[config.mk]
export PLATFORM = sky130hd
export DESIGN_NAME = tlb_op_ctrl_flat
export DESIGN_NICKNAME = d
export VERILOG_FILES = /design/src/rtl/mmu_pkg.sv /design/src/rtl/tlb_op_ctrl_if.sv /design/src/rtl/tlb_random.sv /design/src/rtl/tlb_op_ctrl.sv /design/src/flat_wrapper.sv
export SDC_FILE = /design/constraint.sdc
export NUM_CORES = 1
export LEC_CHECK = 0
export ABC_AREA = 1
export CAP_MARGIN = 10
export CORE_AREA = 2 2 60 56
export DETAILED_ROUTE_END_ITERATION = 12
export DIE_AREA = 0 0 62 58
export GPL_TIMING_DRIVEN = 0
export PLACE_DENSITY = 0.74
export SLEW_MARGIN = 25
export SYNTH_ARGS = -nofsm -noshare
export SYNTH_HDL_FRONTEND = slang
export SYNTH_SLANG_ARGS = --single-unit
[constraint.sdc]
create_clock -name clk -period 1.8 [get_ports clk]
set_clock_uncertainty 0.15 [all_clocks]
set_input_delay 0.36 -clock clk [delete_from_list [all_inputs] [get_ports clk]]
set_output_delay 0.36 -clock clk [all_outputs]
set_load 0.1 [all_outputs]
[src/rtl/mmu_pkg.sv]
// Shared MMU types: TLB op encoding, default TLB size, index type and controller states.
package mmu_pkg;

    localparam int TLB_NUM_DEFAULT = 16;

    typedef enum logic [1:0] {
        TLBP  = 2'd0,
        TLBR  = 2'd1,
        TLBWI = 2'd2,
        TLBWR = 2'd3
    } tlb_op_t;

    typedef logic [$clog2(TLB_NUM_DEFAULT)-1:0] tlb_index_t;

    typedef enum logic [1:0] {
        IDLE = 2'd0,
        EXEC = 2'd1,
        DONE = 2'd2
    } ctrl_state_t;

    function automatic logic is_write(input tlb_op_t op);
        return (op == TLBWI) || (op == TLBWR);
    endfunction

endpackage

[src/rtl/tlb_op_ctrl_if.sv]
// TLB instruction request/completion handshake between the pipeline (master) and tlb_op_ctrl (slave).
interface tlb_op_ctrl_if;
    import mmu_pkg::*;

    logic    op_valid;
    tlb_op_t op_type;
    logic    op_ready;
    logic    done;
    tlb_op_t done_type;

    modport master (output op_valid, op_type, input op_ready, done, done_type);
    modport slave  (input op_valid, op_type, output op_ready, done, done_type);

endinterface

[src/rtl/tlb_random.sv]
// CP0 Random counter: free-running down-counter that wraps to TLB_NUM-1 at or below Wired.
module tlb_random #(
    parameter  int TLB_NUM = 16,
    localparam int IW      = $clog2(TLB_NUM)
) (
    input  logic          clk,
    input  logic          reset,
    input  logic [IW-1:0] wired,
    input  logic          wired_we,
    output logic [IW-1:0] random
);

    localparam logic [IW-1:0] RAND_MAX = IW'(TLB_NUM - 1);

    // Wired >= TLB_NUM-1 keeps random <= wired every cycle, so it stays pinned at the top.
    always_ff @(posedge clk or posedge reset) begin
        if (reset) begin
            random <= RAND_MAX;
        end else if (wired_we || (random <= wired)) begin
            random <= RAND_MAX;
        end else begin
            random <= random - IW'(1);
        end
    end

endmodule

[src/rtl/tlb_op_ctrl.sv]
// TLB instruction controller (TLBP/TLBR/TLBWI/TLBWR) with CP0 Random generation.
// Optional feature: define TLB_WRITE_FLUSH_EN to pulse flush_out when a TLB write completes.
module tlb_op_ctrl
    import mmu_pkg::*;
#(
    parameter  int TLB_NUM = TLB_NUM_DEFAULT,
    localparam int IW      = $clog2(TLB_NUM)
) (
    input  logic          clk,
    input  logic          reset,
    tlb_op_ctrl_if.slave  op_bus,
    input  logic [IW-1:0] cp0_index,
    input  logic [IW-1:0] cp0_wired,
    input  logic          wired_we,
    output logic          tlb_we,
    output logic [IW-1:0] tlb_w_index,
    output logic [IW-1:0] tlb_r_index,
    output logic          tlbp_req,
    input  logic          tlbp_found,
    input  logic [IW-1:0] tlbp_index,
    input  logic          r_valid_in,
    output logic          p_found,
    output logic [IW-1:0] p_index,
    output logic [IW-1:0] random,
    output logic          flush_out
);

    ctrl_state_t   state;
    tlb_op_t       op_type_q;
    logic [IW-1:0] op_index_q;
    logic [IW-1:0] op_random_q;
    logic          done_q;
    tlb_op_t       done_type_q;

    tlb_random #(.TLB_NUM(TLB_NUM)) u_random (
        .clk      (clk),
        .reset    (reset),
        .wired    (cp0_wired),
        .wired_we (wired_we),
        .random   (random)
    );

    assign op_bus.op_ready  = (state == IDLE);
    assign op_bus.done      = done_q;
    assign op_bus.done_type = done_type_q;
    assign tlb_r_index      = op_index_q;

    // Strobes are set on accept so they are valid for exactly the EXEC cycle(s).
    always_ff @(posedge clk or posedge reset) begin
        if (reset) begin
            state       <= IDLE;
            op_type_q   <= TLBP;
            op_index_q  <= '0;
            op_random_q <= '0;
            tlb_we      <= 1'b0;
            tlb_w_index <= '0;
            tlbp_req    <= 1'b0;
            p_found     <= 1'b0;
            p_index     <= '0;
            done_q      <= 1'b0;
            done_type_q <= TLBP;
        end else begin
            case (state)
                IDLE: begin
                    done_q <= 1'b0;
                    if (op_bus.op_valid) begin
                        state       <= EXEC;
                        op_type_q   <= op_bus.op_type;
                        op_index_q  <= cp0_index;
                        op_random_q <= random;
                        tlb_we      <= is_write(op_bus.op_type);
                        tlb_w_index <= (op_bus.op_type == TLBWR) ? random : cp0_index;
                        tlbp_req    <= (op_bus.op_type == TLBP);
                    end
                end
                EXEC: begin
                    tlb_we   <= 1'b0;
                    tlbp_req <= 1'b0;
                    if (op_type_q == TLBP) begin
                        p_found <= tlbp_found;
                        p_index <= tlbp_index;
                    end
                    if ((op_type_q != TLBR) || r_valid_in) begin
                        state       <= DONE;
                        done_q      <= 1'b1;
                        done_type_q <= op_type_q;
                    end
                end
                DONE: begin
                    state  <= IDLE;
                    done_q <= 1'b0;
                end
                default: begin
                    state    <= IDLE;
                    tlb_we   <= 1'b0;
                    tlbp_req <= 1'b0;
                    done_q   <= 1'b0;
                end
            endcase
        end
    end

`ifdef TLB_WRITE_FLUSH_EN
    logic flush_q;

    // Write ops never stall in EXEC, so this lines up with the DONE cycle.
    always_ff @(posedge clk or posedge reset) begin
        if (reset) begin
            flush_q <= 1'b0;
        end else begin
            flush_q <= (state == EXEC) && is_write(op_type_q);
        end
    end

    assign flush_out = flush_q;
`else
    assign flush_out = 1'b0;
`endif

endmodule

[src/flat_wrapper.sv]
// flat-port wrapper written by rule: the top's interface ports become plain ports
module tlb_op_ctrl_flat import mmu_pkg::*;
#(
    parameter  int TLB_NUM = TLB_NUM_DEFAULT,
    localparam int IW      = $clog2(TLB_NUM)
)
  (clk, reset, cp0_index, cp0_wired, wired_we, tlb_we, tlb_w_index, tlb_r_index, tlbp_req, tlbp_found, tlbp_index, r_valid_in, p_found, p_index, random, flush_out, op_bus_op_valid, op_bus_op_type, op_bus_op_ready, op_bus_done, op_bus_done_type);
  tlb_op_ctrl_if op_bus_i ();
  input  logic clk;
  input  logic reset;
  input  logic [IW-1:0] cp0_index;
  input  logic [IW-1:0] cp0_wired;
  input  logic wired_we;
  output logic tlb_we;
  output logic [IW-1:0] tlb_w_index;
  output logic [IW-1:0] tlb_r_index;
  output logic tlbp_req;
  input  logic tlbp_found;
  input  logic [IW-1:0] tlbp_index;
  input  logic r_valid_in;
  output logic p_found;
  output logic [IW-1:0] p_index;
  output logic [IW-1:0] random;
  output logic flush_out;
  input wire logic [$bits(op_bus_i.op_valid)-1:0] op_bus_op_valid;
  input wire logic [$bits(op_bus_i.op_type)-1:0] op_bus_op_type;
  output wire logic [$bits(op_bus_i.op_ready)-1:0] op_bus_op_ready;
  output wire logic [$bits(op_bus_i.done)-1:0] op_bus_done;
  output wire logic [$bits(op_bus_i.done_type)-1:0] op_bus_done_type;
  assign op_bus_i.op_valid = op_bus_op_valid;
  assign op_bus_i.op_type = op_bus_op_type;
  assign op_bus_op_ready = op_bus_i.op_ready;
  assign op_bus_done = op_bus_i.done;
  assign op_bus_done_type = op_bus_i.done_type;
  tlb_op_ctrl #(.TLB_NUM(TLB_NUM)) u_core (.clk(clk), .reset(reset), .op_bus(op_bus_i), .cp0_index(cp0_index), .cp0_wired(cp0_wired), .wired_we(wired_we), .tlb_we(tlb_we), .tlb_w_index(tlb_w_index), .tlb_r_index(tlb_r_index), .tlbp_req(tlbp_req), .tlbp_found(tlbp_found), .tlbp_index(tlbp_index), .r_valid_in(r_valid_in), .p_found(p_found), .p_index(p_index), .random(random), .flush_out(flush_out));
endmodule
# --- After elaboration in Yosys (flattened, before gate mapping) ---
# Index checks and enable logic that the tools add are counted.
totals:
  regBits: 26
  in_bits: 20
  out_inout_bits: 24
  elab_cells: 43
op_classes:
  addsub: 1
  magnitude_cmp: 1
  eq_ne: 7
  n_mux: 11
  bitwise: 1
  reduce_logical: 11
ops:
  columns: ["cell", "count"]
  rows:
  - ["AND reduction 2 bit", 5]
  - ["2-to-1 mux 4 bit", 2]
  - ["== test 2 bit, second input constant", 3]
  - ["zero test 2 bit", 3]
  - ["less-or-equal comparator 4 bit", 1]
  - ["2-to-1 mux 1 bit", 4]
  - ["2-to-1 mux 2 bit", 2]
  - ["!= test 2 x 1 -> 1 bit, second input constant", 2]
  - ["one-hot mux 1 bit (2 select lines)", 2]
  - ["one-hot mux 2 bit (2 select lines)", 1]
  - ["subtractor 4 x 1 -> 4 bit, second input constant", 1]
  - ["logical OR 1 bit", 3]
  - ["== test 2 x 1 -> 1 bit, second input constant", 1]
  - ["!= test 2 bit, second input constant", 1]
  - ["NOT 1 bit", 1]

# --- Depth between registers and ports, before layout ---
logic_depth:
  word_depth: 4
  depth_mapped: 8
  ltp_nobuf: 8

# --- Cells and area by module ---
# From an unflattened synthesis, not the netlist that was laid out.
unflattened:
  hier_cells: 151
  hier_area_um2: 1257.5
by_module_without_submodules:
  columns: ["mod", "n_inst", "cells_per_inst", "area_each_um2", "seq_area_each_um2"]
  rows:
  - ["tlb_op_ctrl", 1, 113, 955.9, 550.5]
  - ["tlb_random", 1, 38, 301.5, 105.1]

# --- Worst setup path after synthesis ---
# Ideal clock, no wire load.
synth_timing:
  kind: "register to register"
  startpoint: "register u_core.u_random.random[0]"
  endpoint: "register u_core.u_random.random[0]"
  setup_time_ns: 0.104
  arrival_ns: 1.663
  required_ns: 1.546
  path_slack_ns: -0.117
  path_stages_with_launch: 7
  n_path_buf: 0
  synth_period_minus_slack_ns: 1.917
  path_cell_list: "dfstp_2 > inv_1 > ha_1 > nand2_1 > nor2_1 > nor2_1 > nand3_1"
synth_between:
  elab_chain_len: 3
  word_cells_on_any_way: 4
  cone_classes: "1 x add/sub; 1 x order compare; 1 x mux; 1 x reduce/logical"
synth_rtl:
  columns: ["element", "line", "source"]
  rows:
  - ["start: declaration", "tlb_random.sv:10", "output logic [IW-1:0] random"]
  - ["start signal: assignment", "tlb_random.sv:22", "random <= random - IW'(1);"]
  - ["less-or-equal comparator 4 bit", "tlb_random.sv:19", "end else if (wired_we || (random <= wired)) begin"]
  - ["logical OR 1 bit", "tlb_random.sv:19", null]
  - ["2-to-1 mux 4 bit *", "tlb_random.sv:19", null]
# Every way passes the cells marked *; elsewhere a longest branch is shown, timed or not.
# A chain may end at the register's enable or synchronous reset.

# --- Final worst setup path ---
layout_timing:
  startpoint: "register u_core.op_index_q[3] (netlist: u_core.tlb_r_index[3])"
  endpoint: "output port tlb_r_index[3]"
layout_lines:
  columns: ["element", "line", "source"]
  rows:
  - ["start: declaration", "tlb_op_ctrl.sv:30", "logic [IW-1:0] op_index_q;"]
  - ["start signal: assignment", "tlb_op_ctrl.sv:69", "op_index_q <= cp0_index;"]
  - ["end: declaration", "flat_wrapper.sv:16", "output logic [IW-1:0] tlb_r_index;"]
# No word-level cell between the ends.

==> results.sh <==
export IMPL_postSynthAreaPerCell_sq_um=8.50
export IMPL_setup_viol=0
export IMPL_maxCapViolCount=0
export IMPL_portBuffers=42
export IMPL_fillerInstances=275
export IMPL_synthFlopType="dfrtp_1"
export IMPL_hold_viol=0
export IMPL_syn_area_sq_mm=0.00125
export IMPL_crit_fanout=2
export IMPL_yosysTopAreaCell="dfrtp_1"
export IMPL_drive_gt1_share_pct=22.8
export IMPL_period_needed_ps=1760
export IMPL_endpoint_kind="output port"
export IMPL_drtPass1Iterations=6
export IMPL_die_y_microns=58
export IMPL_hold_class="in -> async"
export IMPL_syn_inst=147
export IMPL_ant_nets=0
export IMPL_numCtsBuffers=3
export IMPL_wire_per_inst_microns=11.6
export IMPL_grt_max_degree=27
export IMPL_grt_pass1_wl_mm=4.46
export IMPL_pin_count=44
export IMPL_rr_startpoint="u_core.u_random.random[0]"
export IMPL_clockBufferDepth=2
export IMPL_ys_async_sr_fraction_pct=100
export IMPL_ys_warnings_count=0
export IMPL_cts_max_level=1
export IMPL_slew_viol_final=0
export IMPL_arrival_ps=1250
export IMPL_crit_start="u_core.tlb_r_index[3]"
export IMPL_synth_edff_count=0
export IMPL_slew_headroom_pct=62.9
export IMPL_seqCellArea_sq_um=667
export IMPL_first_iter_violations=36
export IMPL_crit_family="buffers and inverters"
export IMPL_worst_setup_path_type="reg -> out"
export IMPL_rows=19
export IMPL_vias_per_cell=4.55
export IMPL_grt_pass1_vias=1057
export IMPL_synthesis_nets=172
export IMPL_drc=0
export IMPL_crit_path_start_kind="flop"
export IMPL_start_util_pct=42.1
export IMPL_ff2ff_path_depth=6
export IMPL_clk_pin_slew_ps=140
export IMPL_worstSetupPathDepth=1
export IMPL_wl_mm=2.73
export IMPL_cp_required_ps=1290
export IMPL_cts_tree="yes"
export IMPL_critPathSlowestCell="clkdlybuf4s18_2"
export IMPL_worst_pin_slew_ps=560
export IMPL_fin_crit_sh_pct=97.9
export IMPL_grt_usage_pct=16.6
export IMPL_syn2layout_area_growth_pct=39.8
export IMPL_vias=1070
export IMPL_die_x_microns=62
export IMPL_rsz0062_at_grt="no"
export IMPL_synth_top_area_share_pct=44.0
export IMPL_clock_sinks=26
export IMPL_fmax_mhz=568
export IMPL_insertion_delay_ps=310
export IMPL_dieArea_sq_mm=0.00360
export IMPL_run_status="finished clean"
export IMPL_final_nets=219
export IMPL_slowest_delay_ps=550
export IMPL_cts_root_buf="clkbuf_4"
export IMPL_grt_overflow=0
export IMPL_cp_cell_sequence="clkdlybuf4s18_2"
export IMPL_multiInputGateArea_sq_um=493
export IMPL_synth_cell_types=19
export IMPL_antenna_cells=0
export IMPL_core_area_sq_mm=0.00297
export IMPL_dp_slack_ps=-469
export IMPL_dp_final_hpwl_mm=2.15
export IMPL_tns_ps=0
export IMPL_antenna_found_initial=0
export IMPL_ys_ff_latch=26
export IMPL_place_congestion=0.785
export IMPL_setup_slack_ps=38.3
export IMPL_synth_area_top_cells="dfrtp_1 (44%), nand2_1 (17%), dfstp_2 (8.4%)"
export IMPL_cp_num_buf_inv=1
export IMPL_ys_seq_area_share_pct=52.5
==> cells by family (layout without fill, tap and decap cells) <==
group,Yosys count,count (layout),share of synthesized area [%]
AO/OA/AOI/OAI,13,13,5.81
adder cells (fa/ha/maj),5,5,5.01
buffers and inverters,24,70,8.11
other,1,1,0.300
flip-flops,26,26,52.5
XOR/XNOR,1,1,0.701
AND/OR/NAND/NOR,77,77,27.6
==> synth_stat cells (2+ instances only) <==
cell     count
a21oi_1      2
dfrtp_1     22
dfstp_2      4
ha_1         5
inv_1       18
inv_2        4
nand2_1     55
nand2_4      2
nand3_1     12
nor2_1       5
o21ai_0      9
o21ai_2      2
==> flip-flops by register name, indices dropped and copies added, names as in the netlist <==
signal and cells:
u_core.state 2, u_core.p_found 1, u_core.tlbp_req 1, u_core.tlb_we 1
u_core.op_bus.done 1, u_core.tlb_r_index 4, u_core.op_type_q 2, u_core.p_index 4
u_core.u_random.random 4, u_core.tlb_w_index 4, u_core.op_bus.done_type 2
==> layout make-up <==
class | instances | share of cell area [%]
flip-flops and latches | 26 | 38.2
multi-input cells | 97 | 28.2
repair buffers | 42 | 23.3
inverters | 22 | 4.72
well taps | 42 | 3.01
clock buffers | 4 | 1.50
plain buffers | 2 | 1.07
==> per-stage QoR <==
stage          hold slack, ps  util (%)  cells  cell area (sq um)
2_1_floorplan             247         -    147               1260
3_3_place_gp              306      58.4    231               1730
3_5_place_dp              308      58.4    231               1730
4_1_cts                   341      59.6    235               1770
5_1_grt                   282      58.8    235               1750
6_report                  249      58.8    235               1750
==> per-layer routing <==
metal  vias to the layer above  GRT usage [%]  routed length, microns
li1                        544              -                       -
met4                         0           5.78                      41
met3                         4           3.13                      92
met2                        23           29.2                    1380
met1                       499           19.9                    1210
met5                         -              0                       0
==> path summary, 6_finish.rpt <==
kind                            slack [ps]                   endpoint
min in group clk                       340      u_core.tlb_r_index[0]
worst max register to register         120  u_core.u_random.random[3]
worst min register to register         340      u_core.tlb_r_index[0]
max in group asynchronous              890  u_core.u_random.random[1]
worst min-delay path                   250             u_core.p_found
worst max-delay path                    40             tlb_r_index[3]
==> cell usage in the layout (no fill, tap or decap), types with 5 or more instances in the layout <==
| master | synthesis | routed |
|---|---|---|
| clkdlybuf4s15_2 | 0 | 7 |
| clkdlybuf4s18_2 | 0 | 7 |
| clkdlybuf4s50_1 | 0 | 19 |
| dfrtp_1 | 22 | 22 |
| ha_1 | 5 | 5 |
| inv_1 | 18 | 17 |
| inv_2 | 4 | 5 |
| nand2_1 | 55 | 55 |
| nand3_1 | 12 | 12 |
| nor2_1 | 5 | 5 |
| o21ai_0 | 9 | 9 |
==> what timing repair did <==
item | in CTS | in global routing
endpoints found under the setup margin | 23 | 14
hold buffers | 0 | 0
gates resized for setup | 84 | 18
buffers inserted | 0 | 0
Power is not shown: default switching activity piles up to over one toggle a cycle in this logic, so the estimate is an artifact.
